$ cat config.mk
export PLATFORM = sky130hd
export DESIGN_NAME = sprite_line_sequencer_flat
export DESIGN_NICKNAME = d
export VERILOG_FILES = /design/src/rtl/sprite_line_sequencer_pkg.sv /design/src/rtl/sprite_line_sequencer_if.sv /design/src/rtl/sprite_line_sequencer_draw_ctr.sv /design/src/rtl/sprite_line_sequencer.sv /design/src/flat_wrapper.sv
export SDC_FILE = /design/constraint.sdc
export NUM_CORES = 1
export LEC_CHECK = 0
export ABC_AREA = 1
export BUFFER_PORTS_ARGS = -buffer_cell sky130_fd_sc_hd__buf_2
export CAP_MARGIN = 20
export CORE_MARGIN = 2
export CORE_UTILIZATION = 45
export CTS_CLUSTER_DIAMETER = 150
export DETAILED_ROUTE_END_ITERATION = 16
export PLACE_DENSITY = 0.73
export REMOVE_ABC_BUFFERS = 1
export SYNTH_ARGS = -nofsm -noshare
export SYNTH_HDL_FRONTEND = slang
export SYNTH_SLANG_ARGS = --single-unit
$ cat constraint.sdc
create_clock -name i_MCLK -period 1.7 [get_ports i_MCLK]
set_clock_uncertainty 0.15 [all_clocks]
set_input_delay 0.34 -clock i_MCLK [delete_from_list [all_inputs] [get_ports i_MCLK]]
set_output_delay 0.34 -clock i_MCLK [all_outputs]
set_load 0.02 [all_outputs]
$ cat src/rtl/sprite_line_sequencer_pkg.sv
// rtl/sprite_line_sequencer_pkg.sv - shared state encoding and word-select constants
package sprseq_pkg;

  typedef enum logic [2:0] {
    IDLE,
    CULL,
    LOAD,
    STRIDE,
    WB,
    WIDTH,
    DRAW,
    NEXT
  } state_e;

  localparam logic [1:0] WSEL_YH     = 2'd0;
  localparam logic [1:0] WSEL_ADDR   = 2'd1;
  localparam logic [1:0] WSEL_STRIDE = 2'd2;
  localparam logic [1:0] WSEL_WIDTH  = 2'd3;

endpackage

$ cat src/rtl/sprite_line_sequencer_if.sv
// rtl/sprite_line_sequencer_if.sv - datapath strobes and sprite RAM signals
interface sprite_line_sequencer_if;

  logic        i_RAM_WAIT;
  logic [15:0] i_RO_DI;
  logic        i_VEN_n;
  logic        o_CWEN;
  logic        o_VCUL_n;
  logic        o_DELTAX_n;
  logic        o_ALULO_n;
  logic        o_ONTRF;
  logic        o_WB_WE;
  logic [1:0]  o_WSEL;

  modport master (
    input  i_RAM_WAIT, i_RO_DI, i_VEN_n,
    output o_CWEN, o_VCUL_n, o_DELTAX_n, o_ALULO_n, o_ONTRF, o_WB_WE, o_WSEL
  );

  modport slave (
    output i_RAM_WAIT, i_RO_DI, i_VEN_n,
    input  o_CWEN, o_VCUL_n, o_DELTAX_n, o_ALULO_n, o_ONTRF, o_WB_WE, o_WSEL
  );

endinterface

$ cat src/rtl/sprite_line_sequencer_draw_ctr.sv
// rtl/sprite_line_sequencer_draw_ctr.sv - 8-bit loadable pixel down-counter
module sprseq_draw_ctr (
  input  logic       clk_i,
  input  logic       rst_i,
  input  logic       tick_i,
  input  logic       load_i,
  input  logic [7:0] load_val_i,
  input  logic       dec_i,
  input  logic       hold_i,
  output logic       last_o
);

  logic [7:0] count_q, count_d;

  // Load wins over decrement; a held tick or an exhausted count leaves the value alone.
  always_comb begin
    count_d = count_q;
    if (load_i) begin
      count_d = load_val_i;
    end else if (dec_i && !hold_i && (count_q != 8'd0)) begin
      count_d = count_q - 8'd1;
    end
  end

  // Count register advances only on enabled ticks.
  always_ff @(posedge clk_i) begin
    if (rst_i) begin
      count_q <= 8'd0;
    end else if (tick_i) begin
      count_q <= count_d;
    end
  end

  assign last_o = (count_q == 8'd1);

endmodule

$ cat src/rtl/sprite_line_sequencer.sv
// rtl/sprite_line_sequencer.sv - per-scanline sprite table walker; SPRSEQ_WRITEBACK_EN adds the WB state
module sprite_line_sequencer
  import sprseq_pkg::*;
#(
  parameter int SPR_COUNT = 32,
  localparam int IDX_W = $clog2(SPR_COUNT)
) (
  input  logic                    i_MCLK,
  input  logic                    i_RST,
  input  logic                    i_CLK5MNCEN,
  input  logic                    i_HSTART,
  sprite_line_sequencer_if.master dp,
  output logic [IDX_W-1:0]        o_SPR_IDX,
  output logic                    o_BUSY,
  output logic                    o_LINE_DONE,
  output logic                    o_OVF
);

  localparam logic [IDX_W-1:0] LAST_IDX = IDX_W'(SPR_COUNT - 1);

  state_e           state_q, state_d;
  logic [IDX_W-1:0] idx_q, idx_d;
  logic             ovf_q, ovf_d;

  logic wait_w;
  logic last_entry;
  logic done_w;
  logic draw_last;
  logic width_zero;
  logic ctr_load;
  logic ctr_dec;

  logic       cwen_w, vcul_n_w, deltax_n_w, alulo_n_w, ontrf_w, wb_we_w;
  logic [1:0] wsel_w;

  // Upper byte of the RAM word carries nothing this block needs.
  logic unused_rodi_hi;
  assign unused_rodi_hi = ^dp.i_RO_DI[15:8];

  assign wait_w     = dp.i_RAM_WAIT;
  assign last_entry = (idx_q == LAST_IDX);
  // Completion is suppressed while RAM is stalled so the pulse lasts exactly one tick.
  assign done_w     = (state_q == NEXT) && last_entry && !wait_w;
  assign width_zero = (dp.i_RO_DI[7:0] == 8'd0);
  assign ctr_load   = (state_q == WIDTH) && !wait_w;
  assign ctr_dec    = (state_q == DRAW);

  sprseq_draw_ctr u_draw_ctr (
    .clk_i      (i_MCLK),
    .rst_i      (i_RST),
    .tick_i     (i_CLK5MNCEN),
    .load_i     (ctr_load),
    .load_val_i (dp.i_RO_DI[7:0]),
    .dec_i      (ctr_dec),
    .hold_i     (wait_w),
    .last_o     (draw_last)
  );

  // Next state: a line start overrides everything; a RAM stall freezes the walk.
  always_comb begin
    state_d = state_q;
    idx_d   = idx_q;
    ovf_d   = ovf_q;
    if (i_HSTART) begin
      // A start landing on the completion tick is a clean new line, not an overrun.
      if ((state_q != IDLE) && !done_w) begin
        ovf_d = 1'b1;
      end
      state_d = CULL;
      idx_d   = '0;
    end else if (!wait_w) begin
      case (state_q)
        IDLE:   state_d = IDLE;
        CULL:   state_d = dp.i_VEN_n ? NEXT : LOAD;
        LOAD:   state_d = STRIDE;
`ifdef SPRSEQ_WRITEBACK_EN
        STRIDE: state_d = WB;
        WB:     state_d = WIDTH;
`else
        STRIDE: state_d = WIDTH;
`endif
        WIDTH:  state_d = width_zero ? NEXT : DRAW;
        DRAW:   state_d = draw_last ? NEXT : DRAW;
        NEXT: begin
          if (last_entry) begin
            state_d = IDLE;
            idx_d   = '0;
          end else begin
            state_d = CULL;
            idx_d   = idx_q + IDX_W'(1);
          end
        end
        default: state_d = IDLE;
      endcase
    end
  end

  // State, index and sticky overrun flag advance on ticks; reset acts on any edge.
  always_ff @(posedge i_MCLK) begin
    if (i_RST) begin
      state_q <= IDLE;
      idx_q   <= '0;
      ovf_q   <= 1'b0;
    end else if (i_CLK5MNCEN) begin
      state_q <= state_d;
      idx_q   <= idx_d;
      ovf_q   <= ovf_d;
    end
  end

  // Strobe decode from the state register, blanked entirely while RAM is stalled.
  always_comb begin
    cwen_w     = 1'b0;
    vcul_n_w   = 1'b1;
    deltax_n_w = 1'b1;
    alulo_n_w  = 1'b1;
    ontrf_w    = 1'b0;
    wb_we_w    = 1'b0;
    wsel_w     = WSEL_YH;
    case (state_q)
      CULL: vcul_n_w = 1'b0;
      LOAD: begin
        wsel_w     = WSEL_ADDR;
        deltax_n_w = 1'b0;
        alulo_n_w  = 1'b0;
      end
      STRIDE: begin
        wsel_w    = WSEL_STRIDE;
        alulo_n_w = 1'b0;
      end
`ifdef SPRSEQ_WRITEBACK_EN
      WB: begin
        wsel_w  = WSEL_ADDR;
        ontrf_w = 1'b1;
        wb_we_w = 1'b1;
      end
`endif
      WIDTH: wsel_w = WSEL_WIDTH;
      DRAW: begin
        wsel_w = WSEL_WIDTH;
        cwen_w = 1'b1;
      end
      default: wsel_w = WSEL_YH;
    endcase
    if (wait_w) begin
      cwen_w     = 1'b0;
      vcul_n_w   = 1'b1;
      deltax_n_w = 1'b1;
      alulo_n_w  = 1'b1;
      ontrf_w    = 1'b0;
      wb_we_w    = 1'b0;
    end
  end

  assign dp.o_CWEN     = cwen_w;
  assign dp.o_VCUL_n   = vcul_n_w;
  assign dp.o_DELTAX_n = deltax_n_w;
  assign dp.o_ALULO_n  = alulo_n_w;
  assign dp.o_WSEL     = wsel_w;
`ifdef SPRSEQ_WRITEBACK_EN
  assign dp.o_ONTRF    = ontrf_w;
  assign dp.o_WB_WE    = wb_we_w;
`else
  assign dp.o_ONTRF    = 1'b0;
  assign dp.o_WB_WE    = 1'b0;
  logic unused_wb_strobes;
  assign unused_wb_strobes = ontrf_w ^ wb_we_w;
`endif

  assign o_SPR_IDX   = idx_q;
  assign o_BUSY      = (state_q != IDLE);
  assign o_LINE_DONE = done_w;
  assign o_OVF       = ovf_q;

endmodule

$ cat src/flat_wrapper.sv
// flat-port wrapper written by rule: the top's interface ports become plain ports
module sprite_line_sequencer_flat import sprseq_pkg::*;
#(
  parameter int SPR_COUNT = 32,
  localparam int IDX_W = $clog2(SPR_COUNT)
)
  (i_MCLK, i_RST, i_CLK5MNCEN, i_HSTART, o_SPR_IDX, o_BUSY, o_LINE_DONE, o_OVF, dp_i_RAM_WAIT, dp_i_RO_DI, dp_i_VEN_n, dp_o_CWEN, dp_o_VCUL_n, dp_o_DELTAX_n, dp_o_ALULO_n, dp_o_ONTRF, dp_o_WB_WE, dp_o_WSEL);
  sprite_line_sequencer_if dp_i ();
  input  logic i_MCLK;
  input  logic i_RST;
  input  logic i_CLK5MNCEN;
  input  logic i_HSTART;
  output logic [IDX_W-1:0] o_SPR_IDX;
  output logic o_BUSY;
  output logic o_LINE_DONE;
  output logic o_OVF;
  input wire logic [$bits(dp_i.i_RAM_WAIT)-1:0] dp_i_RAM_WAIT;
  input wire logic [$bits(dp_i.i_RO_DI)-1:0] dp_i_RO_DI;
  input wire logic [$bits(dp_i.i_VEN_n)-1:0] dp_i_VEN_n;
  output wire logic [$bits(dp_i.o_CWEN)-1:0] dp_o_CWEN;
  output wire logic [$bits(dp_i.o_VCUL_n)-1:0] dp_o_VCUL_n;
  output wire logic [$bits(dp_i.o_DELTAX_n)-1:0] dp_o_DELTAX_n;
  output wire logic [$bits(dp_i.o_ALULO_n)-1:0] dp_o_ALULO_n;
  output wire logic [$bits(dp_i.o_ONTRF)-1:0] dp_o_ONTRF;
  output wire logic [$bits(dp_i.o_WB_WE)-1:0] dp_o_WB_WE;
  output wire logic [$bits(dp_i.o_WSEL)-1:0] dp_o_WSEL;
  assign dp_i.i_RAM_WAIT = dp_i_RAM_WAIT;
  assign dp_i.i_RO_DI = dp_i_RO_DI;
  assign dp_i.i_VEN_n = dp_i_VEN_n;
  assign dp_o_CWEN = dp_i.o_CWEN;
  assign dp_o_VCUL_n = dp_i.o_VCUL_n;
  assign dp_o_DELTAX_n = dp_i.o_DELTAX_n;
  assign dp_o_ALULO_n = dp_i.o_ALULO_n;
  assign dp_o_ONTRF = dp_i.o_ONTRF;
  assign dp_o_WB_WE = dp_i.o_WB_WE;
  assign dp_o_WSEL = dp_i.o_WSEL;
  sprite_line_sequencer #(.SPR_COUNT(SPR_COUNT)) u_core (.i_MCLK(i_MCLK), .i_RST(i_RST), .i_CLK5MNCEN(i_CLK5MNCEN), .i_HSTART(i_HSTART), .dp(dp_i), .o_SPR_IDX(o_SPR_IDX), .o_BUSY(o_BUSY), .o_LINE_DONE(o_LINE_DONE), .o_OVF(o_OVF));
endmodule
# [Word-level counts from Yosys, hierarchy flattened]
# Cells that the tools add are included.
[word_totals] register_bits=17 input_bits=22 out_inout_bits=16
[op_classes] addsub=2 eq_ne=9 muxes=22 n_reduce_logical=19
[ops] cell="$mux W5" n=4
[ops] cell="$pmux W3 S6" n=1
[ops] cell="$mux W8" n=2
[ops] cell="$mux W1" n=11
[ops] cell="$eq A3 B3 Y1 const B" n=3
[ops] cell="$mux W3" n=3
[ops] cell="$eq A8 B1 Y1 const B" n=1
[ops] cell="$logic_not A8 Y1" n=1
[ops] cell="$reduce_bool A8 Y1" n=1
[ops] cell="$sub A8 B1 Y8 const B" n=1
[ops] cell="$eq A3 B2 Y1 const B" n=2
[ops] cell="$logic_and A1 B1 Y1" n=6
[ops] cell="$pmux W2 S3" n=1
[ops] cell="$reduce_and A3 Y1" n=2
[ops] cell="$add A5 B1 Y5 const B" n=1
[ops] cell="$eq A5 B5 Y1 const B" n=1
[ops] cell="$reduce_and A2 Y1" n=2
[ops] cell="$reduce_bool A2 Y1" n=2
[ops] cell="$reduce_or A2 Y1" n=2
[ops] cell="$eq A3 B1 Y1 const B" n=1
[ops] cell="$reduce_bool A3 Y1" n=1
[ops] cell="$logic_not A1 Y1" n=2
[ops] cell="$ne A2 B2 Y1 const B" n=1

# [Logic depth before layout (Yosys ltp)]
[depth] ltp_word=6 ltp_mapped=11 depth_no_buf=11

# [Cells and area by module]
# Synthesis repeated with hierarchy kept, for this count alone.
[hier_totals] hier_cells=221 area_unflattened_um2=1311.3
[by_module_without_submodules] module="sprite_line_sequencer" instances=1 cells_per_inst=107 area_per_inst_um2=685.7 seq_area_each_um2=180.2
[by_module_without_submodules] module="sprseq_draw_ctr" instances=1 cells_per_inst=114 area_per_inst_um2=625.6 seq_area_each_um2=160.2

# [Worst setup path before layout]
# No wires, ideal clock.
[synth_timing] path_kind="register to register" startpoint="register u_core.idx_q[1], in the netlist u_core.o_SPR_IDX[1]" endpoint="register u_core.ovf_q, in the netlist u_core.o_OVF" arrival_ns=1.803 required_time_ns=1.421 path_slack_ns=-0.382 path_stages_with_launch=10 synth_period_minus_slack_ns=2.082 path_cell_list="dfxtp_1 -> ha_1 -> nand2_1 -> nor2_1 -> ha_1 -> inv_1 -> nor3_1 -> nor2_1 -> nor2_1 -> nor2_1"
[synth_between] elab_chain_len=6
[synth_rtl] item="start, declared" line_no="sprite_line_sequencer.sv:22" text="logic [IDX_W-1:0] idx_q, idx_d;"
[synth_rtl] item="start signal, assigned" line_no="sprite_line_sequencer.sv:106" text="idx_q <= idx_d;"
[synth_rtl] item="$eq A5 B5 Y1" line_no="sprite_line_sequencer.sv:41" text="assign last_entry = (idx_q == LAST_IDX);"
[synth_rtl] item="$logic_and A1 B1 Y1 (2 in series)" line_no="sprite_line_sequencer.sv:43" text="assign done_w = (state_q == NEXT) && last_entry && !wait_w;"
[synth_rtl] item="via o_LINE_DONE" line_no="flat_wrapper.sv:15" text="output logic o_LINE_DONE;"
[synth_rtl] item="$logic_not A1 Y1" line_no="sprite_line_sequencer.sv:66" text="if ((state_q != IDLE) && !done_w) begin"
[synth_rtl] item="$logic_and A1 B1 Y1" line_no="sprite_line_sequencer.sv:66"
[synth_rtl] item="$reduce_and A3 Y1 (no line)"
[synth_rtl] item="end signal, assigned" line_no="sprite_line_sequencer.sv:107" text="ovf_q <= ovf_d;"
[synth_rtl] item="end, declared" line_no="sprite_line_sequencer.sv:23" text="logic ovf_q, ovf_d;"
# The timed path passes the listed nets, and every way through them passes these cells.
# A chain may end at the register's enable or synchronous reset.

# [Worst setup path after layout]
[layout_timing] startpoint="register u_core.idx_q[0], in the netlist u_core.o_SPR_IDX[0]" endpoint="output port o_LINE_DONE"
[layout_between] elab_chain_len=3
[layout_rtl] item="$eq A5 B5 Y1" line_no="sprite_line_sequencer.sv:41"
[layout_rtl] item="$logic_and A1 B1 Y1 (2 in series)" line_no="sprite_line_sequencer.sv:43"
[layout_rtl] item="end, declared" line_no="flat_wrapper.sv:15"
# No other way between the ends.

==> impl_metrics.json <==
{
  "status": "complete, but fails checks",
  "violations": "setup timing",
  "grt_antenna_before_repair": 0,
  "drtIter0Drc": 76,
  "rsz0062_at_grt": "true",
  "grt.total_usage": 0.220,
  "hold_viol_final": 0,
  "ys_seq_area_frac": 0.270,
  "start_util": 0.466,
  "crit_top_cell": "ha_4",
  "drc_errors": 0,
  "yosysMostFrequentCell": "nand2_1",
  "synth_area_per_cell_sq_um": 6.54,
  "dr.pass1.iters": 4,
  "grt_pass1_wl_um": 5640,
  "arrival_ns": 1.54,
  "cp-startpoint": "u_core.o_SPR_IDX[0]$_SDFFE_PP0P_",
  "slew_violations": 0,
  "syn_area_sq_um": 1260,
  "ff2ff_path_depth": 12,
  "finalSetupViolCount": 16,
  "synth_ff_type": "dfxtp_1",
  "dr.max_layer_used": "met4",
  "cpPeakStageDelay_ns": 0.37,
  "grt_pass1_vias": 1325,
  "dpl.hpwl_um": 2310,
  "path_delay_family": "flip-flops",
  "power.total_uw": 815,
  "synth-simple-area-share": 0.375,
  "wirelength_met1_um": 1720,
  "synth_top_family_by_area": "simple AND/OR/NAND/NOR gates",
  "synth.distinct_cells": 26,
  "n_antenna_cell": 0,
  "synth_edf_count": 0,
  "ys_top_cells_by_count": "nand2_1, inv_1, nor2_1, nand3_1, dfxtp_1",
  "gp_congestion": 0.872,
  "synth_compound_area_frac": 0.138,
  "r2r-start": "u_core.state_q[0]$_SDFFE_PP0P_",
  "crit_fanout": 2,
  "layout_setup_ws_ns": -0.335,
  "critPathSlowestCell": "dfxtp_2",
  "port-buffer-count": 27,
  "fillers": 186,
  "via_per_inst": 5.43,
  "cp.required_ns": 1.21,
  "yosysWarnings": 0,
  "die_w_um": 57.0,
  "synth_area_leaders": "dfxtp_1, nand2_1, ha_1",
  "std_cell_rows": 19,
  "fmax_ghz": 0.491,
  "cts.path.max_buffers": 2,
  "fin_area_sq_um": 2090,
  "cap_violations": 0,
  "drive_gt1_frac": 0.518,
  "synth_area_leader_cell": "dfxtp_1",
  "power.leakage_nw": 0.982,
  "path_cells": "ha_4 > nand2_4 > nor2_4 > ha_4 > inv_4 > nor3_4 > buf_6",
  "core_sq_um": 2710,
  "p_per_area_nw_per_um2": 390,
  "drt-wirelength-per-cell_um": 16.0,
  "start_kind": "register",
  "endpoint_kind": "output port",
  "synth_xor_area_frac": 0.0139,
  "placed_area_sq_um": 1520,
  "cp-endpoint": "o_LINE_DONE",
  "final_nets": 285,
  "fin_crit_sh": 1.20,
  "vdd.ir_drop.worst_mv": 0.365,
  "wl_met3_um": 208,
  "pin_count": 38,
  "cts_tree": "yes",
  "wl_um": 4530,
  "synth_seq_cells": 17,
  "clk_pin_slew_ns": 0.12,
  "area_growth_pct": 65.4,
  "cts-htree-levels": 1,
  "worst-path-buf-inv": 2,
  "crit_type": "register to output port",
  "ant_nets": 0,
  "fin_crit_ns": 2.03,
  "yosys.area.top_type_share": 0.270,
  "clk_latency_ns": 0.32,
  "rrSetupSlack_ns": -0.12,
  "synth-adder-area-share": 0.0892,
  "r2r_end": "u_core.u_draw_ctr.count_q[2]$_SDFFE_PP0P_",
  "grt_max_degree": 14,
  "die_h_um": 57.0,
  "die-area_sq_um": 3250,
  "routed-wl-met2_um": 2350,
  "final_util": 0.771,
  "numClockSinks": 17,
  "cts-root-buf": "clkbuf_4",
  "async_reset_ff_frac": 0,
  "cp.depth": 7,
  "numCtsBuffers": 3,
  "fin_tns_setup_ns": -1.68,
  "muxShareOfSynthArea": 0,
  "hp-class": "input pin to register",
  "grt_overflow": 0,
  "vias": 1542,
  "syn-instance-count": 193
}
report_power, final:
group	switching (mW)	internal, mW
clock network	0.158	0.0919
registers	0.00512	0.401
logic	0.0922	0.0666
total	0.255	0.559
registers in the layout, indices dropped and copies added, names as in the netlist:
name / count
u_core.o_OVF: 1
u_core.o_SPR_IDX: 5
u_core.u_draw_ctr.count_q: 8
u_core.state_q: 3
worst min-delay path: cells and delay by family:
kind | cells | cell delay (ns)
buf+inv | 1 | 0.10
compound gates | 2 | 0.19
metal layers:
metal  GRT usage  vias to the layer above
met5           0                        -
met4      0.0532                        0
met3      0.0544                       27
met2       0.404                       74
met1       0.254                      709
li1            -                      732
placed cells by master (no fill, tap or decap), types with 4 or more instances in the layout:
| cell type | netlist | final |
|---|---|---|
| buf_2 | 0 | 19 |
| ha_4 | 0 | 6 |
| nand3_2 | 0 | 5 |
| nor2_2 | 1 | 5 |
| o21ai_2 | 1 | 7 |
| buf_6 | 0 | 18 |
| buf_4 | 2 | 20 |
| dfxtp_1 | 17 | 12 |
| a21oi_2 | 1 | 4 |
| inv_2 | 1 | 5 |
| nand2_4 | 3 | 7 |
| nand2_2 | 3 | 10 |
| a21oi_1 | 14 | 11 |
| nor2_1 | 23 | 17 |
| nand3_1 | 18 | 13 |
| nand2_1 | 44 | 31 |
| inv_1 | 27 | 20 |
repair_timing:
| action | 4_1_cts | 5_1_grt |
|---|---|---|
| buffers inserted | 9 | 11 |
| gates resized for setup | 47 | 72 |
| endpoints found under the setup margin | 10 | 21 |
| pin swaps | 12 | 21 |
| hold buffers | 0 | 0 |
stage by stage:
| step | std cells | worst slack, ns | hold WS (ns) |
|---|---|---|---|
| after global placement | 262 | -0.0864 | 0.304 |
| final | 284 | -0.335 | 0.188 |
| after detailed placement | 262 | -0.175 | 0.311 |
| after global routing | 284 | -0.420 | 0.213 |
| after floorplan | 191 | -0.381 | 0.252 |
| after CTS | 275 | -0.307 | 0.216 |
cell families after synthesis:
kind of cell / count (synthesis)
AO/OA/AOI/OAI: 30
XOR/XNOR: 2
adder cells (fa/ha/maj): 9
buffers and inverters: 33
flip-flops: 17
other: 1
AND/OR/NAND/NOR: 101
layout make-up:
cell class	instances	area [sq um]	area share
multi-input combinational	144	1060	0.509
tap	31	38.8	0.0186
clock buffer	4	26.3	0.0126
sequential	17	352	0.168
inverter	30	141	0.0677
timing repair buffer	58	468	0.224
worst min-delay path by stage:
stage / slack (ns) / endpoint / from / depth (start not counted)
floorplan: 0.25 / u_core.u_draw_ctr.count_q[2]$_SDFFE_PP0P_ / i_RST / 1
global placement: 0.30 / u_core.o_OVF$_SDFFE_PP0P_ / u_core.o_OVF$_SDFFE_PP0P_ / 2
detailed placement: 0.31 / u_core.o_OVF$_SDFFE_PP0P_ / u_core.o_OVF$_SDFFE_PP0P_ / 2
CTS: 0.22 / u_core.u_draw_ctr.count_q[6]$_SDFFE_PP0P_ / i_RST / 2
global route: 0.21 / u_core.u_draw_ctr.count_q[3]$_SDFFE_PP0P_ / dp_i_RO_DI[3] / 3
finish: 0.19 / u_core.u_draw_ctr.count_q[3]$_SDFFE_PP0P_ / dp_i_RO_DI[3] / 3
(Power assumes the default switching activity.)
